==> src/rtl/serial_comparator.sv <==
// -----------------------------------------------------------------------------
// serial_comparator
//
// Purpose:
//   Compares two unsigned WIDTH-bit operands that arrive serially, MSB first,
//   one bit pair per accepted cycle. A three-state FSM (IDLE, COMPARE, DONE)
//   sequences the operation. The first differing pair fixes the decision. The
//   registered GT/EQ/LT flags update only on entry to DONE and hold their
//   value until the next DONE or a reset.
//
// Optional feature:
//   SERIAL_CMP_EARLY_EXIT_EN -- when defined, COMPARE ends right after the
//   first differing pair and the remaining bits are not consumed. Equal
//   operands still take WIDTH pairs. When undefined, WIDTH pairs are always
//   consumed.
//
// Parameters:
//   WIDTH        bits per operand (2..32)
//
// Ports:
//   clk          single clock, rising edge
//   rst          asynchronous, active-high reset
//   start        begin a comparison (honoured in IDLE and DONE only)
//   valid        A/B carry a bit pair this cycle
//   A, B         operand bits, MSB first
//   busy         high while in COMPARE
//   done         one-cycle pulse while in DONE
//   GT, EQ, LT   registered result flags (exactly one high after a compare)
//   dbg_state_o  current FSM state (IDLE=0, COMPARE=1, DONE=2) for observation
//
// Handshake:
//   A bit pair is consumed on a rising edge where the FSM is in COMPARE and
//   valid=1. There is no back-pressure: the source presents the next pair
//   whenever it likes, and the comparator always takes it while in COMPARE.
//   A valid pair presented in the same cycle as an accepted start is ignored.
// -----------------------------------------------------------------------------
module serial_comparator #(
  parameter int WIDTH = 8
) (
  input  logic       clk,
  input  logic       rst,
  input  logic       start,
  input  logic       valid,
  input  logic       A,
  input  logic       B,
  output logic       busy,
  output logic       done,
  output logic       GT,
  output logic       EQ,
  output logic       LT,
  output logic [1:0] dbg_state_o
);

  localparam int CW = $clog2(WIDTH + 1);
  localparam logic [CW-1:0] CNT_LOAD = CW'(WIDTH);
  localparam logic [CW-1:0] CNT_ONE  = CW'(1);
  localparam logic [CW-1:0] CNT_ZERO = '0;

  typedef enum logic [1:0] {
    IDLE    = 2'd0,
    COMPARE = 2'd1,
    DONE    = 2'd2
  } state_t;

  // Decision so far; DEC_EQ doubles as the cleared value.
  typedef enum logic [1:0] {
    DEC_EQ = 2'd0,
    DEC_GT = 2'd1,
    DEC_LT = 2'd2
  } dec_t;

  state_t        state_q, state_d;
  logic [CW-1:0] cnt_q, cnt_d;
  dec_t          dec_q, dec_d;
  logic          busy_q, busy_d;
  logic          done_q, done_d;
  logic          gt_q, gt_d;
  logic          eq_q, eq_d;
  logic          lt_q, lt_d;

  // Verdict of the current bit pair on its own.
  dec_t pair_dec;
  always_comb begin
    pair_dec = DEC_EQ;
    if (A && !B) begin
      pair_dec = DEC_GT;
    end else if (!A && B) begin
      pair_dec = DEC_LT;
    end
  end

  always_comb begin
    state_d = state_q;
    cnt_d   = cnt_q;
    dec_d   = dec_q;
    gt_d    = gt_q;
    eq_d    = eq_q;
    lt_d    = lt_q;

    case (state_q)
      IDLE: begin
        // Any valid pair in this cycle is deliberately not looked at.
        if (start) begin
          state_d = COMPARE;
          cnt_d   = CNT_LOAD;
          dec_d   = DEC_EQ;
        end
      end

      COMPARE: begin
        // start is ignored here; a cycle with valid=0 changes nothing.
        if (valid) begin
          cnt_d = cnt_q - CNT_ONE;
          // Only the first differing pair may set the decision.
          if (dec_q == DEC_EQ) begin
            dec_d = pair_dec;
          end
`ifdef SERIAL_CMP_EARLY_EXIT_EN
          if ((cnt_q == CNT_ONE) || ((dec_q == DEC_EQ) && (pair_dec != DEC_EQ))) begin
`else
          if (cnt_q == CNT_ONE) begin
`endif
            state_d = DONE;
            cnt_d   = CNT_ZERO;
            // Results are captured from the decision that includes this pair.
            gt_d    = (dec_d == DEC_GT);
            eq_d    = (dec_d == DEC_EQ);
            lt_d    = (dec_d == DEC_LT);
          end
        end
      end

      DONE: begin
        if (start) begin
          state_d = COMPARE;
          cnt_d   = CNT_LOAD;
          dec_d   = DEC_EQ;
        end else begin
          state_d = IDLE;
        end
      end

      default: begin
        state_d = IDLE;
        cnt_d   = CNT_ZERO;
        dec_d   = DEC_EQ;
      end
    endcase

    busy_d = (state_d == COMPARE);
    done_d = (state_d == DONE);
  end

  always_ff @(posedge clk or posedge rst) begin
    if (rst) begin
      state_q <= IDLE;
      cnt_q   <= CNT_ZERO;
      dec_q   <= DEC_EQ;
      busy_q  <= 1'b0;
      done_q  <= 1'b0;
      gt_q    <= 1'b0;
      eq_q    <= 1'b0;
      lt_q    <= 1'b0;
    end else begin
      state_q <= state_d;
      cnt_q   <= cnt_d;
      dec_q   <= dec_d;
      busy_q  <= busy_d;
      done_q  <= done_d;
      gt_q    <= gt_d;
      eq_q    <= eq_d;
      lt_q    <= lt_d;
    end
  end

  assign busy        = busy_q;
  assign done        = done_q;
  assign GT          = gt_q;
  assign EQ          = eq_q;
  assign LT          = lt_q;
  assign dbg_state_o = state_q;

endmodule

==> config.mk <==
export PLATFORM = sky130hd
export DESIGN_NAME = serial_comparator
export DESIGN_NICKNAME = d
export VERILOG_FILES = /design/src/rtl/serial_comparator.sv
export SDC_FILE = /design/constraint.sdc
export NUM_CORES = 1
export LEC_CHECK = 0
export ABC_AREA = 1
export BUFFER_PORTS_ARGS = -buffer_cell sky130_fd_sc_hd__buf_2
export CORE_UTILIZATION = 50
export CTS_BUF_LIST = sky130_fd_sc_hd__clkbuf_4 sky130_fd_sc_hd__clkbuf_8
export CTS_CLUSTER_SIZE = 8
export DETAILED_ROUTE_END_ITERATION = 8
export HOLD_SLACK_MARGIN = 0.06
export PLACE_DENSITY_LB_ADDON = 0.12
export REMOVE_ABC_BUFFERS = 1
export SLEW_MARGIN = 40
export SYNTH_ARGS = -nofsm -noshare
export SYNTH_HDL_FRONTEND = slang
export SYNTH_SLANG_ARGS = --single-unit
==> constraint.sdc <==
create_clock -name clk -period 1.6 [get_ports clk]
set_input_delay 0.08 -clock clk [delete_from_list [all_inputs] [get_ports clk]]
set_output_delay 0.08 -clock clk [all_outputs]
set_load 0.1 [all_outputs]
Yosys cells after proc, flatten, opt, wreduce, memory -nomap -nowiden
Cells that the tools add are included.

word-level totals
  output and inout port bits = 7
  latch bits = 0
  memories = 0
  flip-flop bits (word level) = 13
  memory bits (read-only) = 0
  memory bits (writable) = 0

cells by class
  equality and inequality tests = 9
  reduce and logical (&&, ||, !) cells = 10
  multiplexer cells = 17
  multiply operators = 0
  bitwise gates (word level) = 0
  div/mod/pow operators = 0
  $lt $le $gt $ge = 0
  shift operators = 0
  add/sub/neg operators = 1

operators with widths
  cell                                                                 number
  2-bit two-way mux                                                    10
  4-bit two-way mux                                                    3
  4-bit one-hot mux with 2 select lines                                1
  2-bit by 1-bit == test with 1-bit output (second input constant)     3
  2-bit == test (second input constant)                                3
  2-bit zero test                                                      3
  2-bit one-hot mux with 3 select lines                                1
  4-bit by 1-bit == test with 1-bit output (second input constant)     1
  2-bit one-hot mux with 2 select lines                                1
  4-bit by 1-bit subtractor with 4-bit output (second input constant)  1
  3-bit AND reduction                                                  1
  1-bit logical AND                                                    2
  1-bit zero test                                                      2
  2-bit by 1-bit != test with 1-bit output (second input constant)     1
  2-bit != test (second input constant)                                1
  2-bit AND reduction                                                  1
  2-bit OR reduction                                                   1
  1-bit two-way mux                                                    1

Longest topological paths before layout
  depth after elaboration = 9
  gate-level depth with buffers = 8
  mapped depth without buffers = 8

Worst setup path after synthesis
OpenSTA, ideal clock, no wires.

  path kind = register -> register
  from = reg state_q[0], in the netlist dbg_state_o[0]
  to = reg eq_q, in the netlist EQ
  slack = -0.038 ns
  cell stages (with the launch flop) = 8
  arrival time = 1.518 ns
  period minus slack after synthesis = 1.638 ns
  cell sequence = dfrtp_1 -> nand2_2 -> inv_2 -> nand2_4 -> nor2_8 -> inv_2 -> nand2_1 -> nand2_1

between the ends
  cells in the longest elaborated chain, start to end = 2

RTL lines
  item                                      line  RTL
  start, declared                           72    state_t state_q, state_d;
  start signal, assigned                    165   state_q <= state_d;
  2-bit by 1-bit == test with 1-bit output  100   case (state_q)
  3-bit AND reduction (no line)             -
  end signal, assigned                      171   eq_q <= eq_d;
  end, declared                             78    logic eq_q, eq_d;

Every way passes these cells.
A chain may end at the register's enable or synchronous reset.

Worst setup path after layout
  from = reg cnt_q[1]
  to = reg gt_q, in the netlist GT

between the ends
  cells in the longest elaborated chain, start to end = 2

RTL lines
  item                                      line  RTL
  start, declared                           73    logic [CW-1:0] cnt_q, cnt_d;
  start signal, assigned                    166   cnt_q <= cnt_d;
  4-bit by 1-bit == test with 1-bit output  121   if (cnt_q == CNT_ONE) begin
  3-bit AND reduction (no line)             -
  end signal, assigned                      170   gt_q <= gt_d;
  end, declared                             77    logic gt_q, gt_d;

Every way passes these cells.

==> results.cfg <==
[grt]
antenna_found_initial = 0
grt_start_max_net_pins = 14
grt_pass1_wl_mm = 1.959
grt_pass1_vias = 502
grt_usage_pct = 19.85
grt_remaining_overflow = 0

[power]
seqPwrFrac_pct = 30.5
peakVddDrop_mv = 1.428
switching_power_uw = 982.5
total_leakage_power_uw = 0.0004710
total_power_uw = 1776
pwr_density_cell_nw_per_um2 = 2218
intPower_uw = 793.6
p_sw_share_pct = 55.32
p_clk_share_pct = 12.3
combinationalPowerShare_pct = 57.2

[drt]
wire_per_inst_microns = 10.25
drt_iter0_markers = 17
vias_per_cell = 4.814
dr_total_vias = 544
dr.pass1.iters = 4
met1_length_microns = 549
drt_wl_total_mm = 1.158
routed-wl-met3_microns = 53
routed.top_layer = met4
ant_nets = 0
route.detailed.drc = 0
dr_wl_met2_microns = 528

[layout]
num-nets-final = 108
n_fill_cell = 102
multi_input_area_sq_um = 284.0
drive_above_1_share_pct = 27.27
final_area_sq_um = 800.8
syn_to_final_growth_pct = 18.96
n_antenna_cell = 0
utilization_pct = 68.38
regArea_sq_um = 325.3

[worst_setup_path]
worst-setup-path-type = reg2reg
worstSetupStartpoint = cnt_q[1]
reg2reg_depth = 7
cp_max_fo = 5
timing.rr.end = GT
required_ns = 1.77
cp-start-kind = register
cp-endpoint = GT
r2r_start = cnt_q[1]
r2r_slack_ns = 0.36
end_kind = register
cp.arrival_ns = 1.40

[clock_network]
clk_pin_slew_worst_paths_ns = 0.08
clockBufferDepth = 2
cts_buffers = 3
worstSkewPairLatency_ns = 0.28
cts.htree.levels = 1
hold_buffers = 2
post_cts_resized = 0
cts-root-buf = clkbuf_4
cts_tree = yes
cts_sinks = 13
post_cts_buffers = 0

[timing]
rsz0062_at_grt = no
slew_headroom_pct = 67.86
setup_viol = 0
skew_ns = 0.004444
hold_viol_final = 0
period_share_pct = 77.24
worst_slew_pin_slew_ns = 0.4815
drv_slew = 0
max_freq_mhz = 809.2
period_minus_slack_ns = 1.236

[floorplanning]
die_x_microns = 38.69
start_util_pct = 57.48
die_h_microns = 38.69
coreArea_sq_um = 1171
pin_count = 13
dieArea_sq_um = 1497
rows = 12

[hold_path]
hold_class = in2reg

[yosys]
synthCells = 81
ys_seq_elements = 13
syn_area_per_cell_sq_um = 8.310
syn_area_sq_um = 673.1
yosysWarnings = 0
ys_seq_area_share_pct = 48.33
synth_top_area_share_pct = 48.33
synth.distinct_cells = 16
yosysTopAreaCell = dfrtp_1
synthTopCellsByArea = dfrtp_1 48%, nand2_1 12%, inv_1 7.8%, nand3_1 5.2%, ha_1 3.7%

[place]
port_buffers = 12
place.gp.congestion = 0.8372
dp_hpwl_microns = 868.4
place_area_sq_um = 750.7

[run]
maxCapViolations = 0

[run_status]
status = completed
==> worst min path at each step <==
stage | cells past startpoint | slack (ns) | start | end
after CTS | 3 | 0.12 | valid | dbg_state_o[1]
after global routing | 3 | 0.13 | valid | dbg_state_o[1]
final | 3 | 0.13 | valid | dbg_state_o[1]
after floorplan | 1 | -0.04 | rst | EQ
after detailed placement | 2 | 0.12 | rst | LT
after global placement | 2 | 0.12 | rst | cnt_q[0]
==> Yosys cell counts <==
cell type / n
dfrtp_1: 13
inv_1: 14
nor2_1: 4
nand3_1: 7
a21oi_1: 4
o21bai_1: 1
nor2_4: 1
nor2_8: 1
o21ai_0: 3
o21ai_2: 1
nand2_4: 2
inv_2: 3
nand2_1: 21
nand2_2: 3
nand4_1: 1
ha_1: 2
==> power by group through the flow <==
stage | clock [uW] | combinational, uW | sequential, uW
after floorplan | 0 | 423 | 976
after global placement | 0 | 1000 | 547
after detailed placement | 0 | 1020 | 548
after CTS | 228 | 1030 | 542
after global routing | 244 | 1100 | 556
final | 218 | 1020 | 542
==> critical path: stages, from the launching register on <==
cell and delay, ns:
dfrtp_1 0.39, inv_1 0.09, ha_1 0.24, nand2_4 0.11, nor2_8 0.14, inv_2 0.05
nand2_1 0.05, nand2_1 0.05
==> layout make-up <==
| class | instances | share of cell area [%] |
|---|---|---|
| sequential | 13 | 40.63 |
| multi-input combinational | 51 | 35.47 |
| tap | 14 | 2.188 |
| timing repair buffer | 14 | 10.00 |
| inverter | 17 | 7.969 |
| clock buffer | 4 | 3.750 |
==> placed cells by master (no fill, tap or decap) <==
cell type	instances
nand2_1	21
inv_1	14
dfrtp_1	13
buf_2	12
nand3_1	7
a21oi_1	4
nor2_1	4
clkbuf_4	4
nand2_2	3
inv_2	3
o21ai_0	3
nand2_4	2
ha_1	2
dlygate4sd3_1	2
nor2_4	1
o21ai_2	1
nand4_1	1
nor2_8	1
o21bai_1	1
==> registers in the layout (all words and copies together), names as in the netlist <==
signal       cells
GT               1
EQ               1
done             1
LT               1
dbg_state_o      2
cnt_q            4
dec_q            2
busy             1
==> per-layer routing <==
layer  up-vias  track usage (%)
li1        284                -
met3         4            5.202
met1       241            26.59
met4         0            10.34
met5         -                0
met2        15            29.17
==> cells by family after synthesis <==
kind of cell	Yosys count	synth area share [%]
AOI/OAI and AO/OA	9	7.621
adders and majority gates	2	3.717
DFF	13	48.33
buffers and inverters	17	9.479
and+or+nand+nor	40	30.86
==> metrics by stage <==
step	hold WS [ns]	setup TNS [ns]	worst slack [ns]	instances
6_report	0.1302	0	0.3642	113
3_3_place_gp	0.1213	0	0.4412	107
3_5_place_dp	0.1246	0	0.3872	107
4_1_cts	0.1203	0	0.3620	113
2_1_floorplan	-0.04304	-0.1142	-0.03807	81
5_1_grt	0.1330	0	0.2755	113
Note: power is estimated with default switching activity, not from simulation.
